**src/rtl/ivl_uvm_ovl_pkg.sv**
```systemverilog
// Shared types for the event-sequence stimulus generator.
package ivl_uvm_ovl_pkg;

    typedef enum logic [1:0] {
        IDLE = 2'd0,
        STEP = 2'd1,
        DONE = 2'd2
    } seq_state_e;

    typedef enum logic [1:0] {
        INJ_NONE = 2'd0,
        INJ_SKIP = 2'd1,
        INJ_REV  = 2'd2
    } inj_mode_e;

    // Encoding 3 is not a mode of its own; it runs as a plain sequence.
    localparam logic [1:0] INJ_RESERVED = 2'd3;

    function automatic inj_mode_e decode_inj_mode(input logic [1:0] raw);
        case (raw)
            2'd1:         return INJ_SKIP;
            2'd2:         return INJ_REV;
            INJ_RESERVED: return INJ_NONE;
            default:      return INJ_NONE;
        endcase
    endfunction

endpackage

```
**src/rtl/ivl_uvm_ovl_seq_gen_if.sv**
```systemverilog
// Control/status bundle between a bench sequencer and the generator.
interface ivl_uvm_ovl_seq_gen_if #(
    parameter int NUM_CKS = 4,
    parameter int DWELL_W = 8,
    parameter int CNT_W   = 16
);
    logic                 start;
    logic [DWELL_W-1:0]   dwell;
    logic [1:0]           inj_mode;
    logic [3:0]           inj_step;
    logic [NUM_CKS-1:0]   event_sequence;
    logic                 busy;
    logic                 done;
    logic [3:0]           step_idx;
    logic [CNT_W-1:0]     seq_count;

    modport master (
        output start, dwell, inj_mode, inj_step,
        input  event_sequence, busy, done, step_idx, seq_count
    );

    modport slave (
        input  start, dwell, inj_mode, inj_step,
        output event_sequence, busy, done, step_idx, seq_count
    );
endinterface

```
**src/rtl/ivl_uvm_ovl_dwell_cnt.sv**
```systemverilog
// Loadable down-counter timing how long each step is held.
module ivl_uvm_ovl_dwell_cnt #(
    parameter int DWELL_W = 8
) (
    input  logic               clk,
    input  logic               rst,
    input  logic               load,
    input  logic [DWELL_W-1:0] load_val,
    input  logic               en,
    output logic               expire
);
    logic [DWELL_W-1:0] cnt_q;

    // Load wins over counting; the count parks at zero when not reloaded.
    always_ff @(posedge clk or posedge rst) begin
        if (rst) begin
            cnt_q <= '0;
        end else if (load) begin
            cnt_q <= load_val;
        end else if (en && (cnt_q != '0)) begin
            cnt_q <= cnt_q - 1'b1;
        end
    end

    // Terminal count: the current cycle is the last one of the step.
    assign expire = (cnt_q == DWELL_W'(1));
endmodule

```
**src/rtl/ivl_uvm_ovl_seq_gen.sv**
```systemverilog
// Walking one-hot event-sequence generator with skip/reverse fault injection.
//   state | meaning
//   IDLE  | outputs quiet, waiting for start
//   STEP  | driving one step of the pattern, dwell counter running
//   DONE  | one-cycle completion pulse, seq_count bumped
module ivl_uvm_ovl_seq_gen
    import ivl_uvm_ovl_pkg::*;
#(
    parameter int NUM_CKS = 4,
    parameter int DWELL_W = 8,
    parameter int CNT_W   = 16
) (
    input  logic                 clk,
    input  logic                 rst,
    ivl_uvm_ovl_seq_gen_if.slave bus
);
    seq_state_e          state_q, state_d;
    logic [3:0]          step_q, step_d;
    logic [DWELL_W-1:0]  dwell_q, dwell_d;
    inj_mode_e           mode_q, mode_d;
    logic [3:0]          skip_q, skip_d;
    logic [NUM_CKS-1:0]  event_q, event_d;
    logic                busy_q, busy_d;
    logic                done_q, done_d;
    logic [CNT_W-1:0]    count_q, count_d;

    logic                cnt_load;
    logic [DWELL_W-1:0]  cnt_load_val;
    logic                cnt_expire;
    logic [DWELL_W-1:0]  dwell_eff;
    inj_mode_e           mode_in;
    logic [4:0]          first_step;
    logic [4:0]          next_step;

    // First logical step at or after 'from' that is not skipped; NUM_CKS if none remain.
    function automatic logic [4:0] find_step(input logic [4:0] from,
                                             input inj_mode_e  mode,
                                             input logic [3:0] skip);
        logic [4:0] r;
        r = 5'(NUM_CKS);
        for (int i = NUM_CKS - 1; i >= 0; i--) begin
            if ((5'(i) >= from) && !((mode == INJ_SKIP) && (4'(i) == skip))) begin
                r = 5'(i);
            end
        end
        return r;
    endfunction

    // Logical step k lights bit NUM_CKS-1-k, or bit k when running reversed.
    function automatic logic [NUM_CKS-1:0] step_onehot(input logic [4:0] k, input logic rev);
        logic [NUM_CKS-1:0] v;
        v = '0;
        for (int i = 0; i < NUM_CKS; i++) begin
            if (5'(i) == k) begin
                if (rev) v[i] = 1'b1;
                else     v[NUM_CKS-1-i] = 1'b1;
            end
        end
        return v;
    endfunction

    assign dwell_eff    = (bus.dwell == '0) ? DWELL_W'(1) : bus.dwell;
    assign mode_in      = decode_inj_mode(bus.inj_mode);
    assign first_step   = find_step(5'd0, mode_in, bus.inj_step);
    assign next_step    = find_step({1'b0, step_q} + 5'd1, mode_q, skip_q);
    assign cnt_load_val = (state_q == IDLE) ? dwell_eff : dwell_q;

    ivl_uvm_ovl_dwell_cnt #(.DWELL_W(DWELL_W)) u_dwell_cnt (
        .clk      (clk),
        .rst      (rst),
        .load     (cnt_load),
        .load_val (cnt_load_val),
        .en       (state_q == STEP),
        .expire   (cnt_expire)
    );

    // Next-state and next-output decode; every output is registered below.
    always_comb begin
        state_d  = state_q;
        step_d   = step_q;
        dwell_d  = dwell_q;
        mode_d   = mode_q;
        skip_d   = skip_q;
        event_d  = event_q;
        busy_d   = busy_q;
        done_d   = 1'b0;
        count_d  = count_q;
        cnt_load = 1'b0;

        case (state_q)
            IDLE: begin
                event_d = '0;
                busy_d  = 1'b0;
                step_d  = '0;
                if (bus.start) begin
                    dwell_d  = dwell_eff;
                    mode_d   = mode_in;
                    skip_d   = bus.inj_step;
                    step_d   = first_step[3:0];
                    event_d  = step_onehot(first_step, mode_in == INJ_REV);
                    busy_d   = 1'b1;
                    cnt_load = 1'b1;
                    state_d  = STEP;
                end
            end
            STEP: begin
                if (cnt_expire) begin
                    cnt_load = 1'b1;
                    if (next_step == 5'(NUM_CKS)) begin
                        state_d = DONE;
                        step_d  = '0;
                        event_d = '0;
                        busy_d  = 1'b0;
                        done_d  = 1'b1;
                        if (count_q != '1) count_d = count_q + 1'b1;
                    end else begin
                        step_d  = next_step[3:0];
                        event_d = step_onehot(next_step, mode_q == INJ_REV);
                    end
                end
            end
            DONE: begin
                event_d = '0;
                busy_d  = 1'b0;
                step_d  = '0;
                state_d = IDLE;
            end
            default: begin
                event_d = '0;
                busy_d  = 1'b0;
                step_d  = '0;
                state_d = IDLE;
            end
        endcase
    end

    // State, latched configuration and registered outputs.
    always_ff @(posedge clk or posedge rst) begin
        if (rst) begin
            state_q <= IDLE;
            step_q  <= '0;
            dwell_q <= DWELL_W'(1);
            mode_q  <= INJ_NONE;
            skip_q  <= '0;
            event_q <= '0;
            busy_q  <= 1'b0;
            done_q  <= 1'b0;
            count_q <= '0;
        end else begin
            state_q <= state_d;
            step_q  <= step_d;
            dwell_q <= dwell_d;
            mode_q  <= mode_d;
            skip_q  <= skip_d;
            event_q <= event_d;
            busy_q  <= busy_d;
            done_q  <= done_d;
            count_q <= count_d;
        end
    end

    assign bus.event_sequence = event_q;
    assign bus.busy           = busy_q;
    assign bus.done           = done_q;
    assign bus.step_idx       = step_q;
    assign bus.seq_count      = count_q;
endmodule

```
**src/flat_wrapper.sv**
```systemverilog
// flat-port wrapper written by rule: the top's interface ports become plain ports
module ivl_uvm_ovl_seq_gen_flat import ivl_uvm_ovl_pkg::*;
#(
    parameter int NUM_CKS = 4,
    parameter int DWELL_W = 8,
    parameter int CNT_W   = 16
)
  (clk, rst, bus_start, bus_dwell, bus_inj_mode, bus_inj_step, bus_event_sequence, bus_busy, bus_done, bus_step_idx, bus_seq_count);
  ivl_uvm_ovl_seq_gen_if #(.NUM_CKS(NUM_CKS), .DWELL_W(DWELL_W), .CNT_W(CNT_W)) bus_i ();
  input  logic clk;
  input  logic rst;
  input wire logic [$bits(bus_i.start)-1:0] bus_start;
  input wire logic [$bits(bus_i.dwell)-1:0] bus_dwell;
  input wire logic [$bits(bus_i.inj_mode)-1:0] bus_inj_mode;
  input wire logic [$bits(bus_i.inj_step)-1:0] bus_inj_step;
  output wire logic [$bits(bus_i.event_sequence)-1:0] bus_event_sequence;
  output wire logic [$bits(bus_i.busy)-1:0] bus_busy;
  output wire logic [$bits(bus_i.done)-1:0] bus_done;
  output wire logic [$bits(bus_i.step_idx)-1:0] bus_step_idx;
  output wire logic [$bits(bus_i.seq_count)-1:0] bus_seq_count;
  assign bus_i.start = bus_start;
  assign bus_i.dwell = bus_dwell;
  assign bus_i.inj_mode = bus_inj_mode;
  assign bus_i.inj_step = bus_inj_step;
  assign bus_event_sequence = bus_i.event_sequence;
  assign bus_busy = bus_i.busy;
  assign bus_done = bus_i.done;
  assign bus_step_idx = bus_i.step_idx;
  assign bus_seq_count = bus_i.seq_count;
  ivl_uvm_ovl_seq_gen #(.NUM_CKS(NUM_CKS), .DWELL_W(DWELL_W), .CNT_W(CNT_W)) u_core (.clk(clk), .rst(rst), .bus(bus_i));
endmodule
```
**config.mk**
```make
export PLATFORM = sky130hd
export DESIGN_NAME = ivl_uvm_ovl_seq_gen_flat
export DESIGN_NICKNAME = d
export VERILOG_FILES = /design/src/rtl/ivl_uvm_ovl_pkg.sv /design/src/rtl/ivl_uvm_ovl_seq_gen_if.sv /design/src/rtl/ivl_uvm_ovl_dwell_cnt.sv /design/src/rtl/ivl_uvm_ovl_seq_gen.sv /design/src/flat_wrapper.sv
export SDC_FILE = /design/constraint.sdc
export NUM_CORES = 1
export LEC_CHECK = 0
export CORE_MARGIN = 1
export CORE_UTILIZATION = 48
export DETAILED_ROUTE_END_ITERATION = 10
export PLACE_DENSITY = 0.75
export SKIP_LAST_GASP = 1
export SLEW_MARGIN = 30
export SYNTH_ARGS = -nofsm -noshare
export SYNTH_HDL_FRONTEND = slang
export SYNTH_SLANG_ARGS = --single-unit
```
**constraint.sdc**
```tcl
create_clock -name clk -period 2.75 [get_ports clk]
set_clock_uncertainty 0.1 [all_clocks]
set_input_delay 0.4125 -clock clk [delete_from_list [all_inputs] [get_ports clk]]
set_output_delay 0.4125 -clock clk [all_outputs]
set_load 0.005 [all_outputs]
```
Yosys cells after proc, flatten, opt, wreduce, memory -nomap -nowiden. Cells that the tools add are included.

Flip-flop bits (word level): 50. Memory bits (writable): 0. ROM bits: 0. Bits in latches: 0. Word-level logic and storage cells: 129. Output and inout bits: 26. Memories: 0.

Div/mod/pow operators: 0. Shift operators: 0. Reduce and logical (&&, ||, !) cells: 29. $add $sub $neg: 3. Multiply operators: 0. Muxes and demuxes: 58. Equal/unequal tests: 25. Bitwise gates (word level): 0. $lt $le $gt $ge: 4.

Operator list (number): $mux 8 (4); $mux 1 (27); $mux 4 (5); $mux 3 (6); $add 16x1->16 const B (1); $eq 2x4->1 const A (4); $ne 16x16->1 const B (1); $pmux 4 s2 (2); $mux 5 (3); $mux 2 (7); $logic_and 1x1->1 (13); $eq 2x5->1 const A (2); $ge 1x5->1 const A (2); $ge 2x5->1 const A (2); $logic_not 5->1 (2); $eq 1x4->1 const A (2); $eq 2x1->1 const B (4); $eq 8x1->1 const B (1); $logic_not 4->1 (2); $logic_not 8->1 (1); $pmux 2 s2 (2); $reduce_bool 8->1 (1); $sub 8x1->8 const B (1); $eq 2x2->1 const B (3); 14 further kinds (21).

Logic depth before layout (Yosys ltp).
Depth after elaboration: 15. Gate-level depth with buffers: 8. Gate-level depth less buffers: 7.

By module. From an unflattened synthesis, not the netlist that was laid out.

Cells, all modules: 285. Area total of the unflattened synthesis: 2821.5 µm².

By module, submodules not included: ivl_uvm_ovl_seq_gen (cells each 221, times used 1, sequential area each 1027.2 µm², area an instance 2264.7 µm²); ivl_uvm_ovl_dwell_cnt (cells each 64, times used 1, sequential area each 200.2 µm², area an instance 556.8 µm²).

Worst setup path after synthesis. Ideal clock, no wire load.

Kind: register to register. Start: register u_core.step_q[0] (netlist: u_core.bus.step_idx[0]). End: register u_core.count_q[1] (netlist: u_core.bus.seq_count[1]). Path buffers: 1. Data required time: 2.522 ns. Stages on the path, launching flop included: 8. Arrival: 2.411 ns. Clock period less this slack: 2.638 ns. Library setup time: 0.128 ns. Path slack: 0.112 ns. Cell sequence: dfrtp_1 ha_1 clkbuf_1 or3_1 nor4_4 o211a_1 a21boi_2 mux2_1.

Word-level cells in the longest chain between the ends: 9. Elaborated cells between the ends (all ways): 15. Classes of those cells: add/sub: 1; order compare: 4; eq/ne: 1; mux: 4; reduce/logical: 5.

Ends and longest elaborated chain: start, declared (RTL line ivl_uvm_ovl_seq_gen.sv:18) `logic [3:0] step_q, step_d;`; start signal, assigned (RTL line ivl_uvm_ovl_seq_gen.sv:151) `step_q <= step_d;`; $add 4x1->5 (*) (RTL line ivl_uvm_ovl_seq_gen.sv:65) `assign next_step = find_step({1'b0, step_q} + 5'd1, mode_q, skip_q);`; $ge 2x5->1 (RTL line ivl_uvm_ovl_seq_gen.sv:42) `if ((5'(i) >= from) && !((mode == INJ_SKIP) && (4'(i) == skip))) begin`; $logic_and 1x1->1 (RTL line ivl_uvm_ovl_seq_gen.sv:42); $mux 3 (3 in a row) (RTL line ivl_uvm_ovl_seq_gen.sv:42); $mux 3 (*) (RTL line ivl_uvm_ovl_seq_gen.sv:42); $eq 3x3->1 (*) (RTL line ivl_uvm_ovl_seq_gen.sv:109) `if (next_step == 5'(NUM_CKS)) begin`; $reduce_and 4->1 (no line) (*); end signal, assigned (RTL line ivl_uvm_ovl_seq_gen.sv:158) `count_q <= count_d;`; end, declared (RTL line ivl_uvm_ovl_seq_gen.sv:25) `logic [CNT_W-1:0] count_q, count_d;`.

Every way passes the cells marked *; elsewhere a longest branch is shown, timed or not. A chain may end at the register's enable or synchronous reset.

Worst setup path in the final report.
Start: register u_core.step_q[1] (netlist: u_core.bus.step_idx[1]). End: register u_core.count_q[1] (netlist: u_core.bus.seq_count[1]).

Same word-level chain as after synthesis.

==> impl_metrics.py <==
metrics = {
    "critical_path": {
        "max_stage_delay_ns": 0.45,
        "cp_slowest_cell": "dfrtp_1",
        "regToRegEndpoint": "u_core.bus.seq_count[1]$_DFFE_PP0P_",
        "crit_type": "reg2reg",
        "crit_path_end": "u_core.bus.seq_count[1]$_DFFE_PP0P_",
        "r2r_cells": 7,
        "cp_max_fo": 6,
        "setup.worst_path.start_class": "flop",
        "path_cells": "inv_1 -> ha_1 -> or3_1 -> nor4_4 -> o211a_1 -> a21boi_2 -> mux2_1",
        "cp.arrival_ns": 2.56,
        "reg2reg_slack_ns": 0.28,
        "worstSetupEndpointType": "flop",
        "crit_required_ns": 2.84,
        "setup.worst_path.start": "u_core.bus.step_idx[1]$_DFFE_PP0P_",
        "worstReg2RegStart": "u_core.bus.step_idx[1]$_DFFE_PP0P_",
    },
    "global_route": {
        "overflow": 0,
        "groute.usage.overall": 0.2198,
        "grt_max_degree": 29,
        "antenna_found_initial": 0,
        "grt_first_pass_wirelength_um": 10380,
        "first_global_vias": 2245,
    },
    "timing": {
        "hold_viol": 0,
        "period_minus_slack_ns": 2.468,
        "tns_ns": 0,
        "rsz0062_at_grt": "false",
        "slew_headroom": 0.4088,
        "final_max_slew_viol_count": 0,
        "tightestPinTransition_ns": 0.8868,
        "timing.fmax_ghz": 0.4052,
        "setup_violations": 0,
        "finalCritPeriodShare": 0.8975,
    },
    "place": {
        "gp_congestion": 0.8381,
        "io_buffers": 41,
        "hpwl_um": 4347,
    },
    "synth": {
        "synth.cell_area_um2": 2710,
        "ys_seq_elements": 49,
        "synth_edf_count": 0,
        "syn-instance-count": 292,
        "yosys_most_used_dff": "dfrtp_1",
        "synthMostInstantiatedCell": "nand2_1",
        "avgSynthCellArea_um2": 9.281,
        "synth.distinct_cells": 53,
        "syn_nets": 315,
        "synth_top_cell_by_area": "dfrtp_1",
        "synthArstFlopShare": 1.000,
        "synth_top_area_frac": 0.4432,
        "synthTopCellsByArea": "dfrtp_1 (44%), nand2_1 (7.5%), xor2_1 (4.2%), nor2_1 (2.9%), xnor2_1 (2.9%)",
        "synth_common_cells": "nand2_1 (54), dfrtp_1 (48), nor2_1 (21)",
        "yosysSeqAreaShare": 0.4529,
        "synth_warnings": 0,
    },
    "clock_network": {
        "post_cts_buffers": 0,
        "cts.repair.resized": 0,
        "cts_tree": "yes",
        "cts-buffers-inserted": 5,
        "clk_pin_slew_ns": 0.09,
        "ctsRootBufferMaster": "clkbuf_8",
        "cts_buffer_depth": 2,
        "clock_latency_ns": 0.30,
        "ctsHoldBuffers": 0,
        "cts_max_level": 2,
        "clock_sinks": 49,
    },
    "flow_run": {
        "max_cap_violations": 0,
    },
    "detailed_routing": {
        "vias": 2312,
        "vias_per_cell": 5.612,
        "drc": 0,
        "final_antenna_net_count": 0,
        "dr.first_iter.drc_count": 89,
        "wl_um": 5888,
        "dr.pass1.iters": 4,
        "wl_per_cell_um": 14.29,
    },
    "floorplan": {
        "dieArea_um2": 5951,
        "die_h_um": 77.14,
        "dieWidth_um": 77.14,
        "rows": 26,
        "start_util": 0.5142,
        "num_io_pins": 43,
        "core_area_um2": 5270,
    },
    "final_layout": {
        "utilization": 0.6401,
        "fillCellCount": 443,
        "final-seq-area_um2": 1227,
        "areaGrowthSynthToFinish_pct": 24.47,
        "drive_gt1_frac": 0.07310,
        "multiInputGateArea_um2": 1426,
        "nets": 364,
        "diodes": 0,
    },
    "power": {
        "p_per_area_nw_per_um2": 639.5,
        "p_leak_nw": 1.547,
        "max-vdd-ir-drop_uv": 301.5,
    },
    "hold_path": {
        "hp-class": "reg2reg",
    },
    "run_status": {
        "status": "completed",
    },
}
[how the worst min path moves through the flow]
stage          slack, ns                          start                            end  cells after the start
6_report            0.37  u_core.dwell_q[7]$_DFFE_PP0P_  u_core.dwell_q[7]$_DFFE_PP0P_                      2
5_1_grt             0.40  u_core.dwell_q[5]$_DFFE_PP0P_  u_core.dwell_q[5]$_DFFE_PP0P_                      2
4_1_cts             0.38  u_core.dwell_q[7]$_DFFE_PP0P_  u_core.dwell_q[7]$_DFFE_PP0P_                      2
3_5_place_dp        0.36  u_core.dwell_q[7]$_DFFE_PP0P_  u_core.dwell_q[7]$_DFFE_PP0P_                      2
3_3_place_gp        0.35  u_core.dwell_q[7]$_DFFE_PP0P_  u_core.dwell_q[7]$_DFFE_PP0P_                      2
2_1_floorplan       0.34  u_core.dwell_q[1]$_DFFE_PP0P_  u_core.dwell_q[1]$_DFFE_PP0P_                      2
[power by group]
part	switching, mW	internal, mW
Clock	0.238	0.273
Combinational	0.373	0.346
Sequential	0.0961	0.830
Total	0.708	1.45
[critical path: cells and delay by family (launching register included)]
kind                       cells  cell delay (ns)
and+or+nand+nor                2             0.65
AOI/OAI and AO/OA              2             0.47
DFF                            1             0.45
muxes                          1             0.34
adders and majority gates      1             0.28
buffers and inverters          1             0.07
[placed cells by master (no fill, tap or decap), types with 2 or more instances in the layout]
| master | n |
|---|---|
| o21ai_0 | 8 |
| and4_1 | 3 |
| nand4b_1 | 3 |
| o31ai_1 | 2 |
| nor2b_1 | 8 |
| or3_1 | 4 |
| and3_1 | 2 |
| a211oi_1 | 8 |
| nor3_1 | 9 |
| nand4_1 | 6 |
| clkbuf_8 | 5 |
| nor4_1 | 2 |
| nor3b_1 | 2 |
| a2111oi_0 | 2 |
| nor2_1 | 21 |
| or4_1 | 2 |
| xor2_1 | 13 |
| and2_1 | 3 |
| buf_4 | 9 |
| inv_1 | 5 |
| o211a_1 | 5 |
| ha_1 | 6 |
| a21o_1 | 3 |
| a31oi_1 | 2 |
| nand2_1 | 54 |
| o2111ai_1 | 3 |
| nand2b_1 | 5 |
| o211ai_1 | 2 |
| nand3_1 | 7 |
| a21oi_1 | 13 |
| dfrtp_1 | 48 |
| o21a_1 | 2 |
| xnor2_1 | 9 |
| clkdlybuf4s50_1 | 41 |
[cell families (layout without fill, tap and decap cells)]
| group | after synthesis | after routing | share of synthesized area |
|---|---|---|---|
| other | 1 | 1 | 0.001384 |
| XOR/XNOR | 22 | 22 | 0.07110 |
| multiplexers | 2 | 2 | 0.007848 |
| AO/OA/AOI/OAI | 59 | 59 | 0.1551 |
| AND/OR/NAND/NOR | 138 | 138 | 0.2618 |
| adder cells (fa/ha/maj) | 6 | 6 | 0.02770 |
| flip-flops | 49 | 49 | 0.4529 |
| buffers and inverters | 15 | 65 | 0.02216 |
[per-layer routing]
metal | track usage | wire, um | vias to the layer above
met1 | 0.2919 | 2679 | 1099
li1 | - | - | 1133
met3 | 0.04643 | 292 | 9
met5 | 0 | 0 | -
met2 | 0.3593 | 2843 | 71
met4 | 0.06604 | 74 | 0
[through the flow]
stage	total power [mW]	std cells	setup WS (ns)	hold slack (ns)	instance area, um2
floorplan	1.409	292	0.1117	0.3379	2710
global placement	1.624	404	0.3096	0.3504	3258
detailed placement	1.643	404	0.2343	0.3554	3262
CTS	2.165	412	0.2847	0.3789	3373
global route	2.311	412	0.07599	0.4024	3373
finish	2.157	412	0.2820	0.3728	3373
[area by class of cell]
class / count / area share
clock buffers: 6 / 0.02151
repair buffers: 51 / 0.1476
inverters: 6 / 0.006677
multi-input cells: 228 / 0.4228
flip-flops and latches: 49 / 0.3639
clock inverters: 2 / 0.01150
well taps: 70 / 0.02596
[registers in the layout, summed over array words and instances (netlist names)]
register	flops
u_core.bus.busy	1
u_core.bus.done	1
u_core.bus.event_sequence	4
u_core.bus.seq_count	16
u_core.bus.step_idx	3
u_core.dwell_q	8
u_core.mode_q	2
u_core.skip_q	4
u_core.state_q	2
u_core.u_dwell_cnt.cnt_q	8
Power figures use the tool's default switching activity.
